## src/rtl/dlsc_pcie_s6_outbound_read_alloc_pkg.sv

```systemverilog
// Shared definitions for the outbound read allocation stage.
//   - FSM state encoding (INIT, IDLE, ALLOC, TLP)
//   - INIT_CYCLES: how long the read buffer is held idle after reset
//   - tlp_req_t: captured memory-read request (dword address, dword count, tag)
//   - dword_count(): converts a "dwords minus one" length into a dword count
package dlsc_pcie_s6_outbound_pkg;

  localparam logic [1:0] ST_INIT  = 2'd0;
  localparam logic [1:0] ST_IDLE  = 2'd1;
  localparam logic [1:0] ST_ALLOC = 2'd2;
  localparam logic [1:0] ST_TLP   = 2'd3;

  localparam int INIT_CYCLES = 2;

  // Fields are sized for the widest supported configuration (ADDR < 64,
  // TAG < 8); users slice down to their own widths.
  typedef struct packed {
    logic [61:0] addr;
    logic [9:0]  len;
    logic [7:0]  tag;
  } tlp_req_t;

  function automatic logic [9:0] dword_count(input logic [9:0] len_m1);
    return len_m1 + 10'd1;
  endfunction

endpackage

```

## src/rtl/dlsc_pcie_s6_outbound_read_alloc_if.sv

```systemverilog
// Bundle of the command, TLP request and read-buffer alloc/dealloc signals
// around the outbound read allocation stage.
//   master : the allocation stage (accepts commands, drives TLP and alloc)
//   slave  : its environment (command source, TLP generator, read buffer)
interface dlsc_pcie_s6_outbound_read_alloc_if #(
  parameter int ADDR = 32,
  parameter int LEN  = 4,
  parameter int TAG  = 5,
  parameter int BUFA = 9
);

  logic              cmd_ready;
  logic              cmd_valid;
  logic [ADDR-3:0]   cmd_addr;
  logic [LEN-1:0]    cmd_len;

  logic              tlp_ready;
  logic              tlp_valid;
  logic [ADDR-3:0]   tlp_addr;
  logic [9:0]        tlp_len;
  logic [TAG-1:0]    tlp_tag;

  logic              alloc_init;
  logic              alloc_valid;
  logic [TAG:0]      alloc_tag;
  logic [BUFA-1:0]   alloc_bufa;

  logic              dealloc_tag;
  logic              dealloc_data;

  modport master (
    output cmd_ready,
    input  cmd_valid, cmd_addr, cmd_len,
    input  tlp_ready,
    output tlp_valid, tlp_addr, tlp_len, tlp_tag,
    output alloc_init, alloc_valid, alloc_tag, alloc_bufa,
    input  dealloc_tag, dealloc_data
  );

  modport slave (
    input  cmd_ready,
    output cmd_valid, cmd_addr, cmd_len,
    output tlp_ready,
    input  tlp_valid, tlp_addr, tlp_len, tlp_tag,
    input  alloc_init, alloc_valid, alloc_tag, alloc_bufa,
    output dealloc_tag, dealloc_data
  );

endinterface

```

## src/rtl/dlsc_pcie_s6_outbound_credit_cnt.sv

```systemverilog
// Free-credit counter: single-unit return (inc), multi-unit consume (dec_amt).
// Resets to MAX (everything free). Both ends saturate; returning a credit
// while already full is a protocol error flagged by a simulation assertion.
//   clk, rst_n : clock, async active-low reset
//   inc        : one credit returned this cycle
//   dec_amt    : credits consumed this cycle (0 when idle)
//   count      : credits currently free
module dlsc_pcie_s6_outbound_credit_cnt #(
  parameter int          W   = 6,
  parameter int unsigned MAX = 32
) (
  input  logic         clk,
  input  logic         rst_n,
  input  logic         inc,
  input  logic [W-1:0] dec_amt,
  output logic [W-1:0] count
);

  logic         inc_ok;
  logic [W:0]   sum;
  logic [W-1:0] count_nxt;

  always_comb begin
    inc_ok    = inc && (count != W'(MAX));
    sum       = {1'b0, count} + (W+1)'(inc_ok);
    count_nxt = '0;
    if (sum >= {1'b0, dec_amt}) begin
      count_nxt = W'(sum - {1'b0, dec_amt});
    end
  end

  always_ff @(posedge clk or negedge rst_n) begin
    if (!rst_n) begin
      count <= W'(MAX);
    end else begin
      count <= count_nxt;
    end
  end

  overflow_a: assert property (@(posedge clk) disable iff (!rst_n)
    !(inc && (count == W'(MAX))));

  underflow_a: assert property (@(posedge clk) disable iff (!rst_n)
    ({1'b0, count} + (W+1)'(inc)) >= {1'b0, dec_amt});

endmodule

```

## src/rtl/dlsc_pcie_s6_outbound_read_alloc.sv

```systemverilog
// Outbound read allocation stage. Reserves a completion tag and a contiguous
// span of read-buffer dwords for each pre-split read command, publishes the
// allocation to the read buffer, then hands the memory-read request to the
// TLP generator.
//   clk, rst_n          : clock, async active-low reset
//   bus.cmd_*           : incoming read commands (dword addr, len = dwords-1)
//   bus.tlp_*           : memory-read request towards the TLP generator
//   bus.alloc_*         : allocation write port of the read buffer
//   bus.dealloc_*       : per-tag / per-dword release pulses from the buffer
//
// state | meaning
// ------+------------------------------------------------------------
// INIT  | read buffer held idle (alloc_init) for INIT_CYCLES
// IDLE  | waiting for a command that fits in free tags and dwords
// ALLOC | one-cycle alloc_valid strobe, TLP request first presented
// TLP   | request held until the TLP generator accepts it
module dlsc_pcie_s6_outbound_read_alloc
  import dlsc_pcie_s6_outbound_pkg::*;
#(
  parameter int ADDR = 32,
  parameter int LEN  = 4,
  parameter int TAG  = 5,
  parameter int BUFA = 9
) (
  input  logic clk,
  input  logic rst_n,
  dlsc_pcie_s6_outbound_read_alloc_if.master bus
);

  localparam int DW_W  = BUFA + 1;
  localparam int TAG_W = TAG + 1;

  logic [1:0]       state;
  logic [1:0]       init_cnt;
  tlp_req_t         req;
  logic [TAG:0]     alloc_tag;
  logic [BUFA-1:0]  alloc_bufa;

  logic [TAG:0]     tags_free;
  logic [TAG:0]     tags_used;
  logic [BUFA:0]    dw_free;
  logic [BUFA:0]    cmd_need;
  logic [BUFA:0]    dw_dec;
  logic             alloc;
  logic             accept;
  logic             req_unused;

  assign alloc     = (state == ST_ALLOC);
  assign tags_used = TAG_W'(2**TAG) - tags_free;
  assign cmd_need  = DW_W'(dword_count(10'(bus.cmd_len)));
  assign dw_dec    = alloc ? DW_W'(req.len) : '0;

  // Only registered counters feed the fit check; cmd_len is the request itself.
  assign bus.cmd_ready = (state == ST_IDLE) &&
                         (tags_used < TAG_W'(2**TAG)) &&
                         (dw_free >= cmd_need);
  assign accept = bus.cmd_valid && bus.cmd_ready;

  assign bus.alloc_init  = (state == ST_INIT);
  assign bus.alloc_valid = alloc;
  assign bus.alloc_tag   = alloc_tag;
  assign bus.alloc_bufa  = alloc_bufa;

  // alloc_valid and the first tlp_valid cycle coincide, so the buffer's tag
  // table is written before any completion for this tag can come back.
  assign bus.tlp_valid = alloc || (state == ST_TLP);
  assign bus.tlp_addr  = req.addr[ADDR-3:0];
  assign bus.tlp_len   = req.len;
  assign bus.tlp_tag   = req.tag[TAG-1:0];

  assign req_unused = ^{req.addr[61:ADDR-2], req.tag[7:TAG]};

  always_ff @(posedge clk or negedge rst_n) begin
    if (!rst_n) begin
      state      <= ST_INIT;
      init_cnt   <= 2'(INIT_CYCLES - 1);
      req        <= '0;
      alloc_tag  <= '0;
      alloc_bufa <= '0;
    end else begin
      case (state)
        ST_INIT: begin
          if (init_cnt == 2'd0) begin
            state <= ST_IDLE;
          end else begin
            init_cnt <= init_cnt - 2'd1;
          end
        end
        ST_IDLE: begin
          if (accept) begin
            // alloc_tag cannot move before ALLOC ends, so it is safe to
            // latch the request tag here.
            req.addr <= 62'(bus.cmd_addr);
            req.len  <= dword_count(10'(bus.cmd_len));
            req.tag  <= 8'(alloc_tag[TAG-1:0]);
            state    <= ST_ALLOC;
          end
        end
        ST_ALLOC: begin
          alloc_tag  <= alloc_tag + TAG_W'(1);
          alloc_bufa <= alloc_bufa + BUFA'(req.len);
          state      <= bus.tlp_ready ? ST_IDLE : ST_TLP;
        end
        ST_TLP: begin
          if (bus.tlp_ready) begin
            state <= ST_IDLE;
          end
        end
        default: state <= ST_INIT;
      endcase
    end
  end

  dlsc_pcie_s6_outbound_credit_cnt #(
    .W   (TAG_W),
    .MAX (2**TAG)
  ) u_tag_cnt (
    .clk     (clk),
    .rst_n   (rst_n),
    .inc     (bus.dealloc_tag),
    .dec_amt (TAG_W'(alloc)),
    .count   (tags_free)
  );

  dlsc_pcie_s6_outbound_credit_cnt #(
    .W   (DW_W),
    .MAX (2**BUFA)
  ) u_dw_cnt (
    .clk     (clk),
    .rst_n   (rst_n),
    .inc     (bus.dealloc_data),
    .dec_amt (dw_dec),
    .count   (dw_free)
  );

endmodule

```

## src/flat_wrapper.sv

```systemverilog
// flat-port wrapper written by rule: the top's interface ports become plain ports
module dlsc_pcie_s6_outbound_read_alloc_flat import dlsc_pcie_s6_outbound_pkg::*;
#(
  parameter int ADDR = 32,
  parameter int LEN  = 4,
  parameter int TAG  = 5,
  parameter int BUFA = 9
)
  (clk, rst_n, bus_cmd_ready, bus_cmd_valid, bus_cmd_addr, bus_cmd_len, bus_tlp_ready, bus_tlp_valid, bus_tlp_addr, bus_tlp_len, bus_tlp_tag, bus_alloc_init, bus_alloc_valid, bus_alloc_tag, bus_alloc_bufa, bus_dealloc_tag, bus_dealloc_data);
  dlsc_pcie_s6_outbound_read_alloc_if #(.ADDR(ADDR), .LEN(LEN), .TAG(TAG), .BUFA(BUFA)) bus_i ();
  input  logic clk;
  input  logic rst_n;
  output wire logic [$bits(bus_i.cmd_ready)-1:0] bus_cmd_ready;
  input wire logic [$bits(bus_i.cmd_valid)-1:0] bus_cmd_valid;
  input wire logic [$bits(bus_i.cmd_addr)-1:0] bus_cmd_addr;
  input wire logic [$bits(bus_i.cmd_len)-1:0] bus_cmd_len;
  input wire logic [$bits(bus_i.tlp_ready)-1:0] bus_tlp_ready;
  output wire logic [$bits(bus_i.tlp_valid)-1:0] bus_tlp_valid;
  output wire logic [$bits(bus_i.tlp_addr)-1:0] bus_tlp_addr;
  output wire logic [$bits(bus_i.tlp_len)-1:0] bus_tlp_len;
  output wire logic [$bits(bus_i.tlp_tag)-1:0] bus_tlp_tag;
  output wire logic [$bits(bus_i.alloc_init)-1:0] bus_alloc_init;
  output wire logic [$bits(bus_i.alloc_valid)-1:0] bus_alloc_valid;
  output wire logic [$bits(bus_i.alloc_tag)-1:0] bus_alloc_tag;
  output wire logic [$bits(bus_i.alloc_bufa)-1:0] bus_alloc_bufa;
  input wire logic [$bits(bus_i.dealloc_tag)-1:0] bus_dealloc_tag;
  input wire logic [$bits(bus_i.dealloc_data)-1:0] bus_dealloc_data;
  assign bus_cmd_ready = bus_i.cmd_ready;
  assign bus_i.cmd_valid = bus_cmd_valid;
  assign bus_i.cmd_addr = bus_cmd_addr;
  assign bus_i.cmd_len = bus_cmd_len;
  assign bus_i.tlp_ready = bus_tlp_ready;
  assign bus_tlp_valid = bus_i.tlp_valid;
  assign bus_tlp_addr = bus_i.tlp_addr;
  assign bus_tlp_len = bus_i.tlp_len;
  assign bus_tlp_tag = bus_i.tlp_tag;
  assign bus_alloc_init = bus_i.alloc_init;
  assign bus_alloc_valid = bus_i.alloc_valid;
  assign bus_alloc_tag = bus_i.alloc_tag;
  assign bus_alloc_bufa = bus_i.alloc_bufa;
  assign bus_i.dealloc_tag = bus_dealloc_tag;
  assign bus_i.dealloc_data = bus_dealloc_data;
  dlsc_pcie_s6_outbound_read_alloc #(.ADDR(ADDR), .LEN(LEN), .TAG(TAG), .BUFA(BUFA)) u_core (.clk(clk), .rst_n(rst_n), .bus(bus_i));
endmodule
```

## config.mk

```make
export PLATFORM = sky130hd
export DESIGN_NAME = dlsc_pcie_s6_outbound_read_alloc_flat
export DESIGN_NICKNAME = d
export VERILOG_FILES = /design/src/rtl/dlsc_pcie_s6_outbound_read_alloc_pkg.sv /design/src/rtl/dlsc_pcie_s6_outbound_read_alloc_if.sv /design/src/rtl/dlsc_pcie_s6_outbound_credit_cnt.sv /design/src/rtl/dlsc_pcie_s6_outbound_read_alloc.sv /design/src/flat_wrapper.sv
export SDC_FILE = /design/constraint.sdc
export NUM_CORES = 1
export LEC_CHECK = 0
export CAP_MARGIN = 20
export CORE_AREA = 2 2 95 97
export DETAILED_ROUTE_END_ITERATION = 8
export DIE_AREA = 0 0 97 99
export GPL_ROUTABILITY_DRIVEN = 1
export GPL_TIMING_DRIVEN = 0
export MAX_ROUTING_LAYER = met4
export PLACE_DENSITY = 0.79
export SKIP_CTS_REPAIR_TIMING = 1
export SYNTH_ARGS = -nofsm -noshare
export SYNTH_HDL_FRONTEND = slang
export SYNTH_SLANG_ARGS = --single-unit
export TNS_END_PERCENT = 50
```

## constraint.sdc

```tcl
create_clock -name clk -period 3.6 [get_ports clk]
set_clock_uncertainty 0.2 [all_clocks]
set_input_delay 1.08 -clock clk [delete_from_list [all_inputs] [get_ports clk]]
set_output_delay 1.08 -clock clk [all_outputs]
set_load 0.01 [all_outputs]
```

Yosys cells after proc, flatten, opt, wreduce, memory -nomap -nowiden. Index checks and enable logic that the tools add are counted.

Add/subtract/negate cells: 9. Multiply operators: 0. Div/mod/pow operators: 0. Order comparisons: 4. Equality and inequality tests: 8. Shifts and indexed selects: 0. Mux-type cells: 8. Bitwise logic cells: 1. Reduce and logical (&&, ||, !) cells: 11.

Operators by type and width (number): two-way mux 10 bit (2); adder 10 x 1 -> 11 bit (1); greater-or-equal comparator 11 x 10 -> 1 bit (1); greater-or-equal comparator 10 bit (1); != test 10 bit, second input constant (1); subtractor 10 bit (1); adder 9 bit (1); two-way mux 2 bit (4); one-hot mux 2 bit (4 select lines) (1); adder 6 x 1 -> 7 bit (1); greater-or-equal comparator 7 x 1 -> 1 bit (1); adder 6 x 1 -> 6 bit, second input constant (1); < comparator 6 bit, second input constant (1); two-way mux 6 bit (1); != test 6 bit, second input constant (1); subtractor 6 x 1 -> 6 bit (1); subtractor 6 bit, first input constant (1); adder 4 x 1 -> 5 bit, second input constant (1); logical AND 1 bit (5); == test 2 bit, second input constant (2); logical NOT 2 bit (2); != test 2 x 1 -> 1 bit, second input constant (2); AND reduction 2 bit (2); AND reduction 3 bit (1); other kinds (5) (5).

Flip-flop bits (word level): 80. Bits in latches: 0. RAM bits: 0. Memory bits (read-only): 0. Bits of input ports: 40. Output and inout bits: 64. Word-level logic and storage cells: 50. Memories kept: 0.

Longest topological paths before layout. Gate-level depths: netlist (run 1).

Word-level depth: 7. Depth in mapped cells: 13.

Modules after synthesis. Synthesis (run 1) repeated with hierarchy kept, for this count alone.

Cells, all modules: 398. Area, all modules: 4589.4 µm².

By module, submodules not included: dlsc_pcie_s6_outbound_read_alloc (times used 1, cells an instance 229, area an instance 3047.9 µm²); dlsc_pcie_s6_outbound_credit_cnt (u_core.u_dw_cnt) (times used 1, cells an instance 109, area an instance 996.0 µm²); dlsc_pcie_s6_outbound_credit_cnt (u_core.u_tag_cnt) (times used 1, cells an instance 60, area an instance 545.5 µm²).

Worst setup path before layout (run 1). Ideal clock, no wire load.

Path kind: input -> register. From: in bus_dealloc_data. To: reg u_core.u_dw_cnt.count[2]. Library setup time: 0.132 ns. Arrival: 3.286 ns. Required time: 3.268 ns. Slack: -0.018 ns. Cell stages on the path: 12. Buffers on the path: 0. Cells stage by stage: inv_1 > a41oi_1 > ha_1 > ha_1 > nand3_1 > xnor2_1 > ha_1 > and3_1 > a211o_1 > or2_2 > nor3_4 > nor3_1.

Cells in the longest elaborated chain, start to end: 4. Elaborated cells on any way between the ends: 5. Classes of those cells: add/sub: 2; order compare: 1; mux: 1; reduce/logical: 1.

RTL lines: from (decl) (line flat_wrapper.sv:27) `input wire logic [$bits(bus_i.dealloc_data)-1:0] bus_dealloc_data;`; logical AND 1 bit (*) (line dlsc_pcie_s6_outbound_credit_cnt.sv:24) `inc_ok = inc && (count != W'(MAX));`; adder 10 x 1 -> 11 bit (*) (line dlsc_pcie_s6_outbound_credit_cnt.sv:25) `sum = {1'b0, count} + (W+1)'(inc_ok);`; subtractor 10 bit or greater-or-equal comparator 11 x 10 -> 1 bit (tied branches) (line dlsc_pcie_s6_outbound_credit_cnt.sv:28, dlsc_pcie_s6_outbound_credit_cnt.sv:27); two-way mux 10 bit (*) (line dlsc_pcie_s6_outbound_credit_cnt.sv:27) `if (sum >= {1'b0, dec_amt}) begin`; via u_core.u_dw_cnt.count_nxt[2] (line dlsc_pcie_s6_outbound_credit_cnt.sv:21) `logic [W-1:0] count_nxt;`; to (signal assigned) (line dlsc_pcie_s6_outbound_credit_cnt.sv:34) `count <= W'(MAX);`; to (signal assigned) (line dlsc_pcie_s6_outbound_credit_cnt.sv:36) `count <= count_nxt;`; to (decl) (line dlsc_pcie_s6_outbound_credit_cnt.sv:16) `output logic [W-1:0] count`.

The timed path passes the listed nets; every way through them passes the cells marked *. A chain may end at the register's enable or synchronous reset.

Worst setup path after layout (run 1).
From: in bus_cmd_len[1]. To: out bus_cmd_ready.

Cells in the longest elaborated chain, start to end: 3.

RTL lines: from (decl) (line flat_wrapper.sv:16) `input wire logic [$bits(bus_i.cmd_len)-1:0] bus_cmd_len;`; adder 4 x 1 -> 5 bit (line dlsc_pcie_s6_outbound_read_alloc_pkg.sv:24) `return len_m1 + 10'd1;`; greater-or-equal comparator 10 bit (line dlsc_pcie_s6_outbound_read_alloc.sv:56) `(dw_free >= cmd_need);`; logical AND 1 bit (line dlsc_pcie_s6_outbound_read_alloc.sv:55) `(tags_used < TAG_W'(2**TAG)) &&`; to (decl) (line flat_wrapper.sv:13) `output wire logic [$bits(bus_i.cmd_ready)-1:0] bus_cmd_ready;`.

No other way between the ends.

==> results of run 1 <==
-- worst register-to-register path, delay by kind of cell, from the launching register on --
family                     cells  cell delay [ns]
DFF                            1             0.48
xor gates and xnor gates       1             0.15
AOI/OAI and AO/OA              2             0.49
and+or+nand+nor                5             1.22
adders and majority gates      3             0.78
buffers and inverters          1             0.15
-- power breakdown --
part           switching, uW  total (uW)  internal [uW]
combinational           1130        2450           1310
sequential               310        1530           1220
clock                    324         662            337
-- sequential cells by signal, summed over array words and instances (netlist names) --
name,count
u_core.bus.tlp_addr,30
u_core.u_dw_cnt.count,10
u_core.bus.alloc_bufa,9
u_core.bus.alloc_tag,6
u_core.u_tag_cnt.count,6
u_core.bus.tlp_len,5
u_core.bus.tlp_tag,5
u_core.init_cnt,2
u_core.state,2
-- cell families (layout without fill, tap and decap cells) --
group | after synthesis | after routing | share of synthesized area, %
muxes | 46 | 46 | 12.33
buffers and inverters | 41 | 162 | 4.824
xor gates and xnor gates | 31 | 31 | 6.723
adders and majority gates | 31 | 31 | 9.708
AOI/OAI and AO/OA | 48 | 48 | 7.839
and+or+nand+nor | 101 | 101 | 13.17
DFF | 75 | 75 | 45.31
other | 1 | 5 | 0.09036
-- final cells by class --
type	instances	area, um^2	share of cell area (%)
plain buffers	16	107.6	1.883
multi-input cells	262	2203	38.57
flip-flops and latches	75	1881	32.92
clock buffers	10	137.6	2.409
repair buffers	105	1090	19.08
well taps	108	135.1	2.365
inverters	25	93.84	1.643
clock inverters	6	65.06	1.139
-- per-stage QoR --
step / cells / util [%]
6_report: 607 / 66.81
2_1_floorplan: 378 / -
3_5_place_dp: 585 / 62.06
3_3_place_gp: 584 / 61.76
5_1_grt: 607 / 66.81
4_1_cts: 601 / 64.43
-- routing by layer --
layer | GRT usage [%] | wire [um] | share of wire (%) | vias to the layer above
li1 | - | - | - | 1525
met1 | 24.04 | 3857 | 42 | 1541
met2 | 33.65 | 4794 | 52 | 96
met3 | 3.617 | 426 | 4.6 | 15
met4 | 8.017 | 181 | 2.0 | 0
met5 | - | 0 | 0 | -
-- how the worst max path moves through the flow --
stage | from | endpoint | slack [ns]
CTS | bus_cmd_len[0] | bus_cmd_ready | -1.20
detailed placement | bus_cmd_len[0] | bus_cmd_ready | -1.20
finish | bus_cmd_len[1] | bus_cmd_ready | -0.27
global route | bus_cmd_len[1] | bus_cmd_ready | -0.31
global placement | rst_n | u_core.bus.tlp_addr[16] | -1.36
floorplan | bus_cmd_len[0] | bus_cmd_ready | 0.02
-- Yosys cell counts, drive strengths merged (7+ instances only) --
cell type	instances
nand3	9
ha	29
nor2	30
a21oi	7
inv	24
xnor2	19
dfrtp	72
o21ai	14
nand2	25
xor2	12
buf	12
mux2	41
==> results.json, run 1 <==
{
  "status": "finished with violations",
  "violations": "negative setup slack",
  "grt_pass1_vias": 3193,
  "overflow": 0,
  "die_h_um": 99,
  "layout_commonest_cell": "clkdlybuf4s50_1",
  "cp.depth": 9,
  "ys_seq_area_share_pct": 45.31,
  "n_antenna_cell": 0,
  "relSlewSlack_pct": 66.08,
  "min_path_type": "flip-flop to flip-flop",
  "drive_above_1_share_pct": 16.43,
  "min_path_cells": 1,
  "timing.setup.tns_ns": -0.2718,
  "regToRegStartpoint": "u_core.u_dw_cnt.count[6]",
  "hold_viol": 0,
  "firstDrtPassIters": 4,
  "clkSlewWorstSetupHoldPaths_ns": 0.08,
  "totalPowerFinal_uw": 4642,
  "period_needed_ns": 3.872,
  "layout_common_cells": "clkdlybuf4s50_1 (91), dfrtp_1 (72), mux2_1 (31), nor2_1 (30)",
  "worst_pin_slew_ns": 0.5088,
  "cp_data_required_time_ns": 2.32,
  "crit_type": "input pin to output pin",
  "start_util_pct": 48.54,
  "dp_slack_ns": -1.199,
  "rsz0062_at_grt": "yes",
  "postLayoutCellArea_um2": 5713,
  "ant_nets": 0,
  "std_cell_rows": 34,
  "fin_ws_ns": -0.2718,
  "syn_inst": 374,
  "setup_viol": 1,
  "vias": 3177,
  "timing.final.crit_share_pct": 107.6,
  "fmax_mhz": 258.3,
  "synth_area_leaders": "dfrtp_1 (43%), ha_1 (8.7%), mux2_1 (8.4%)",
  "ir_worst_vdd_mv": 0.3831,
  "syn_avg_cell_area_um2": 11.10,
  "cpPeakStageDelay_ns": 0.32,
  "cp_max_fo": 4,
  "min_from": "u_core.bus.alloc_bufa[8]",
  "place_hpwl_um": 6656,
  "maxSlewViolCount": 0,
  "grt_antenna_before_repair": 0,
  "cts_sinks": 75,
  "drt_iter0_markers": 142,
  "r2r-end": "u_core.u_dw_cnt.count[2]",
  "leakagePower_uw": 0.002457,
  "cpLargestDelayFamily": "compound AO/OA/AOI/OAI gates",
  "ys_ff_latch": 75,
  "synth-edff-count": 0,
  "htree_levels": 3,
  "slowest_stage": "ha_1",
  "holdPathEnd": "u_core.bus.alloc_bufa[8]",
  "core_um2": 8551,
  "nNetsFinal": 565,
  "synth_ff_type": "dfrtp_1",
  "port-buffer-count": 98,
  "die_area_um2": 9603,
  "worstPathArrival_ns": 2.59,
  "cts_root_buf": "clkbuf_8",
  "p_per_area_nw_per_um2": 812.6,
  "synth_top_cell_area_share_pct": 43.41,
  "die-width_um": 97,
  "ff2ff_path_depth": 12,
  "cp_num_buf_inv": 2,
  "grt.total_usage_pct": 20.03,
  "cap_violations": 0,
  "cts_tree": "built",
  "via_per_inst": 5.234,
  "grt_pass1_wl_um": 15140,
  "place.gp.congestion": 0.8766,
  "path_cells": "buf_8 -> nand3_4 -> xor2_2 -> ha_1 -> a21oi_2 -> o311ai_1 -> o21bai_4 -> and3_4 -> buf_6",
  "fillers": 671,
  "fin_hold_ws_ns": 0.2665,
  "synth_area_um2": 4150,
  "cts_buffers": 9,
  "async_flop_share_pct": 100.0,
  "startpoint_type": "input pin",
  "clock_latency_ns": 0.35,
  "synthToLayoutAreaGrowth_pct": 37.65,
  "cts_buffer_depth": 2,
  "io_pins": 104,
  "synth.yosys.warnings": 0,
  "wire_per_inst_um": 15.26,
  "drcViolationCount": 0,
  "worstSetupEndpointType": "output pin",
  "yosysUniqueCellTypes": 59,
  "grt_max_degree": 73,
  "placed_cell_area_um2": 5306,
  "regToRegSetupSlack_ns": 0.04,
  "synth_top_area_cell": "dfrtp_1",
  "wl_um": 9260
}
(Power assumes the default switching activity.)
==> run 2, diff against run 1 <==
- ABC_AREA: default -> 1
- PLACE_DENSITY: 0.79 -> 0.8
==> run 2 against run 1 <==
Against the previous run: the flow still finishes with violations (negative setup slack); flip-flop and latch count is the same; utilization is essentially flat; count of clock-buffer cells in the layout is the same; cell count grew 24%; register-to-register slack gained 0.49 ns; sequential share of layout area is essentially flat; global-route usage grew 2.2 points; critical endpoint unchanged.
==> results.json, run 2 <==
{
  "status": "finished with violations",
  "violations": "negative setup slack",
  "yosysUniqueCellTypes": 34,
  "place.gp.congestion": 0.8805,
  "p_sw_uw": 2000,
  "overflow": 0,
  "regToRegStartpoint": "u_core.state[0]",
  "firstDrtPassIters": 4,
  "period_needed_ns": 3.739,
  "core_um2": 8551,
  "leakagePower_uw": 0.002822,
  "ys_ff_latch": 75,
  "fmax_mhz": 267.5,
  "nNetsFinal": 712,
  "comb_power_share_pct": 53.9,
  "place_hpwl_um": 7421,
  "n_antenna_cell": 0,
  "grtUsageMet1_pct": 27.09,
  "async_flop_share_pct": 100.0,
  "grt_pass1_wl_um": 16730,
  "via_per_inst": 4.992,
  "crit_type": "input pin to output pin",
  "relSlewSlack_pct": 63.97,
  "drt_iter0_markers": 126,
  "drcViolationCount": 0,
  "synth_top_cell_area_share_pct": 42.69,
  "p_clk_share_pct": 12.6,
  "synth_ff_type": "dfrtp_1",
  "p_per_area_nw_per_um2": 811.6,
  "regToRegSetupSlack_ns": 0.53,
  "cp_data_required_time_ns": 2.32,
  "startpoint_type": "input pin",
  "ys_seq_area_share_pct": 44.56,
  "synth-edff-count": 0,
  "synthMostInstantiatedCell": "nand2_1",
  "cap_violations": 0,
  "seqCellArea_um2": 1881,
  "cts_tree": "built",
  "maxSlewViolCount": 0,
  "io_pins": 104,
  "layout_commonest_cell": "nand2_1",
  "syn_inst": 517,
  "timing.final.crit_share_pct": 103.9,
  "grt_pass1_vias": 3544,
  "netSwitchingFraction_pct": 43.17,
  "cts_sinks": 75,
  "dp_cells": 728,
  "grt.total_usage_pct": 22.20,
  "layout_common_cells": "nand2_1 (122), clkdlybuf4s50_1 (92), inv_1 (82), dfrtp_1 (72), o21ai_0 (51)",
  "synthToLayoutAreaGrowth_pct": 35.28,
  "largest_reg_flops": 30,
  "path_cells": "buf_8 -> nand3_4 -> xor2_2 -> ha_1 -> nand2_1 -> nand2_1 -> nand2_1 -> nand2_1 -> nor2_1 -> nand2_1 -> and2_1 -> buf_2",
  "htree_levels": 3,
  "globalRouteMet2Util_pct": 36.11,
  "synth_area_leaders": "dfrtp_1 (43%), nand2_1 (11%), ha_1 (8.6%)",
  "busiest_layer": "met2",
  "clkSlewWorstSetupHoldPaths_ns": 0.08,
  "r2r-end": "u_core.u_dw_cnt.count[5]",
  "synth.yosys.warnings": 0,
  "worstSetupEndpointType": "output pin",
  "ant_nets": 0,
  "fillers": 672,
  "cts_root_buf": "clkbuf_8",
  "cts_buffer_depth": 2,
  "ff2ff_path_depth": 14,
  "die_area_um2": 9603,
  "die_h_um": 99,
  "drive_above_1_share_pct": 11.61,
  "grt_max_degree": 62,
  "cp_max_fo": 4,
  "syn_avg_cell_area_um2": 8.163,
  "wire_per_inst_um": 13.54,
  "synth_top_area_cell": "dfrtp_1",
  "fin_ws_ns": -0.1386,
  "cts_buffers": 9,
  "setup_viol": 1,
  "slowest_stage": "ha_1",
  "intPower_uw": 2633,
  "ir_worst_vdd_mv": 0.3446,
  "worstPathArrival_ns": 2.46,
  "cpPeakStageDelay_ns": 0.32,
  "wl_um": 10210,
  "vias": 3764,
  "min_path_cells": 1,
  "min_from": "u_core.bus.alloc_tag[5]",
  "multi_input_area_um2": 2037,
  "holdPathEnd": "u_core.bus.alloc_tag[5]",
  "worst_pin_slew_ns": 0.5355,
  "pwr-share-seq_pct": 33.6,
  "std_cell_rows": 34,
  "clock_latency_ns": 0.36,
  "ys_top_cells_by_count": "nand2_1 (124), inv_1 (83), dfrtp_1 (72), o21ai_0 (51), nor2_1 (40)",
  "use_met3_pct": 5.674,
  "port-buffer-count": 98,
  "hold_viol": 0,
  "final_cells": 754,
  "start_util_pct": 49.36,
  "timing.setup.tns_ns": -0.1386,
  "rsz0062_at_grt": "yes",
  "grt_antenna_before_repair": 0,
  "cpMostUsedCell": "nand2_1",
  "synth_area_um2": 4220,
  "min_path_type": "flip-flop to flip-flop",
  "die-width_um": 97
}
[run 2: changes by cell type in the layout (fill, tap and decap cells not counted), sizes merged, moves of 8 or more]
cell   before  now
xor2       12   20
nand3       9   29
nor2       30   47
inv        24   84
nand2      25  129
xnor2      19    5
mux2       41    0
o21ai      14   51
[run 2: area by class of cell]
class,instances,share of cell area [%]
Sequential cell,75,32.94
Inverter,84,5.588
Buffer,15,1.425
Clock buffer,10,2.235
Multi-Input combinational cell,347,35.68
Clock inverter,6,0.7232
Tap cell,108,2.367
Timing Repair Buffer,109,19.04
[run 2: kinds of logic after synthesis]
family | Yosys count | synth area share, %
AOI/OAI and AO/OA | 67 | 8.538
xor gates and xnor gates | 25 | 5.366
adders and majority gates | 31 | 9.546
buffers and inverters | 100 | 9.458
DFF | 75 | 44.56
other | 1 | 0.08886
and+or+nand+nor | 218 | 22.44
[run 2: power groups by stage]
stage / sequential (uW) / clock (uW) / combinational, uW
2_1_floorplan: 1610 / 0 / 1340
6_report: 1560 / 583 / 2500
3_3_place_gp: 1540 / 0 / 2300
3_5_place_dp: 1560 / 0 / 2390
5_1_grt: 1600 / 637 / 2800
4_1_cts: 1550 / 591 / 2410
[run 2: how the worst max path moves through the flow]
stage,start,cells after the start,end
floorplan,bus_cmd_len[0],8,bus_cmd_ready
global placement,rst_n,1,u_core.u_dw_cnt.count[7]
finish,bus_cmd_len[0],12,bus_cmd_ready
CTS,bus_cmd_len[0],12,bus_cmd_ready
global route,bus_cmd_len[0],12,bus_cmd_ready
detailed placement,bus_cmd_len[0],12,bus_cmd_ready
[run 2: through the flow]
| step | cell area (um^2) | worst slack (ns) | power [uW] | hold WS, ns | util (%) |
|---|---|---|---|---|---|
| floorplan | 4235 | 0.1885 | 2949 | 0.2530 | - |
| detailed placement | 5376 | -0.9766 | 3956 | 0.2728 | 62.88 |
| finish | 5709 | -0.1386 | 4633 | 0.2826 | 66.77 |
| global route | 5709 | -0.2329 | 5042 | 0.2974 | 66.77 |
| global placement | 5351 | -1.349 | 3841 | 0.2643 | 62.58 |
| CTS | 5545 | -0.9851 | 4548 | 0.2850 | 64.85 |
[run 2: worst max-delay path: cells and delay by family]
| family | cells | cell delay, ns |
|---|---|---|
| simple gates | 8 | 0.65 |
| fa+ha+maj | 1 | 0.32 |
| buf+inv | 2 | 0.22 |
| xor+xnor | 1 | 0.18 |
[run 2: per-layer routing]
metal	vias up	routed length [um]
li1	1851	-
met1	1801	4362
met2	88	5147
met3	24	431
met4	0	270
met5	-	0
==> run 3, diff against run 2 <==
- SLEW_MARGIN: default -> 40
==> run 3 against run 2 <==
Against the previous run: the flow still finishes with violations (negative setup slack); critical path depth did not move; clock power rose by 4.3%; worst hold slack about the same; cell count up 0.13%; fmax fell by 0.30%; register-to-register slack worse by 0.03 ns; utilization increased by 0.31 points; worst setup slack lost 0.011 ns; via count is essentially flat; flip-flop and latch count unchanged; critical path type unchanged; largest power group unchanged.
==> results.json, run 3 (same netlist as run 2, synthesis figures left out) <==
{
  "overflow": 0,
  "fmax_mhz": 266.7,
  "io_pins": 104,
  "p_per_area_nw_per_um2": 816.4,
  "min_from": "u_core.bus.alloc_tag[5]",
  "cp_max_fo": 4,
  "clkSlewWorstSetupHoldPaths_ns": 0.08,
  "crit_type": "input pin to output pin",
  "cp.depth": 12,
  "dp_cells": 728,
  "grt_max_degree": 62,
  "drcViolationCount": 0,
  "cap_violations": 0,
  "place.gp.congestion": 0.8805,
  "vias": 3765,
  "wire_per_inst_um": 13.71,
  "grt_pass1_wl_um": 16100,
  "n_antenna_cell": 0,
  "via_per_inst": 4.987,
  "ir_worst_vdd_mv": 0.4398,
  "layout_common_cells": "nand2_1 (121), clkdlybuf4s50_1 (92), inv_1 (82), dfrtp_1 (72), o21ai_0 (51)",
  "r2r-end": "u_core.u_dw_cnt.count[5]",
  "core_um2": 8551,
  "final_cells": 755,
  "wl_um": 10350,
  "clock_latency_ns": 0.36,
  "cts_root_buf": "clkbuf_8",
  "startpoint_type": "input pin",
  "min_path_cells": 1,
  "leakagePower_uw": 0.002834,
  "die_area_um2": 9603,
  "drive_above_1_share_pct": 11.75,
  "relSlewSlack_pct": 63.38,
  "holdPathEnd": "u_core.bus.alloc_tag[5]",
  "path_cells": "buf_8 -> ha_4 -> nand3_1 -> ha_1 -> inv_1 -> nor2_1 -> nand2_1 -> nand2_1 -> nor2_1 -> nand2_2 -> and2_4 -> buf_6",
  "cpPeakStageDelay_ns": 0.31,
  "rsz0062_at_grt": "yes",
  "drt_iter0_markers": 158,
  "fin_hold_ws_ns": 0.2822,
  "regToRegStartpoint": "u_core.u_dw_cnt.count[4]",
  "htree_levels": 3,
  "timing.setup.tns_ns": -0.1499,
  "cts_tree": "built",
  "grt_antenna_before_repair": 0,
  "slowest_stage": "ha_1",
  "grt.total_usage_pct": 21.33,
  "cp_data_required_time_ns": 2.32,
  "worst_pin_slew_ns": 0.5442,
  "violations": "negative setup slack",
  "min_path_type": "flip-flop to flip-flop",
  "cts_sinks": 75,
  "setup_viol": 1,
  "regToRegSetupSlack_ns": 0.50,
  "fin_util_pct": 67.08,
  "timing.final.crit_share_pct": 104.2,
  "maxSlewViolCount": 0,
  "postLayoutCellArea_um2": 5736,
  "worstPathArrival_ns": 2.47,
  "placed_cell_area_um2": 5380,
  "synthToLayoutAreaGrowth_pct": 35.90,
  "cp_num_buf_inv": 3,
  "cts_buffers": 9,
  "worstSetupEndpointType": "output pin",
  "fin_ws_ns": -0.1499,
  "start_util_pct": 49.36,
  "place_hpwl_um": 7424,
  "ant_nets": 0,
  "nNetsFinal": 713,
  "port-buffer-count": 98,
  "ff2ff_path_depth": 14,
  "period_needed_ns": 3.750,
  "fillers": 683,
  "die_h_um": 99,
  "status": "finished with violations",
  "cts_buffer_depth": 2,
  "layout_commonest_cell": "nand2_1",
  "std_cell_rows": 34,
  "hold_viol": 0,
  "grt_pass1_vias": 3536,
  "cpLargestDelayFamily": "simple AND/OR/NAND/NOR gates",
  "largest_reg_flops": 30,
  "firstDrtPassIters": 4,
  "die-width_um": 97
}
-- run 3: metal layers --
layer | track usage (%) | share of wire [%] | vias up
met5 | - | 0 | -
met4 | 7.584 | 2.3 | 0
met3 | 5.248 | 4.6 | 20
met2 | 36.22 | 51 | 105
met1 | 24.76 | 42 | 1790
li1 | - | - | 1850
-- run 3: where the power goes --
part	internal [uW]	total (uW)	switching, uW
Sequential	1220	1560	345
Clock	256	608	351
Combinational	1180	2510	1330
Total	2650	4680	2030
-- run 3: how the worst max path moves through the flow --
stage,endpoint,startpoint,slack [ns]
2_1_floorplan,bus_cmd_ready,bus_cmd_len[0],0.19
3_3_place_gp,u_core.u_dw_cnt.count[7],rst_n,-1.35
3_5_place_dp,bus_cmd_ready,bus_cmd_len[0],-1.0
4_1_cts,bus_cmd_ready,bus_cmd_len[0],-1.01
5_1_grt,bus_cmd_ready,bus_cmd_len[0],-0.22
6_report,bus_cmd_ready,bus_cmd_len[0],-0.15
-- run 3: stage by stage --
stage                     power, uW  setup slack, ns
final                          4682          -0.1499
after global routing           5071          -0.2197
after CTS                      4558           -1.005
after detailed placement       3954          -0.9971
after global placement         3841           -1.349
after floorplan                2949           0.1885
-- run 3: cell type report --
type / count / area [um^2] / share of cell area, %
plain buffers: 15 / 81.33 / 1.418
clock buffers: 10 / 127.6 / 2.225
clock inverters: 6 / 48.80 / 0.8508
inverters: 84 / 319.1 / 5.563
multi-input cells: 347 / 2034 / 35.47
flip-flops and latches: 75 / 1881 / 32.79
well taps: 108 / 135.1 / 2.356
repair buffers: 110 / 1109 / 19.33
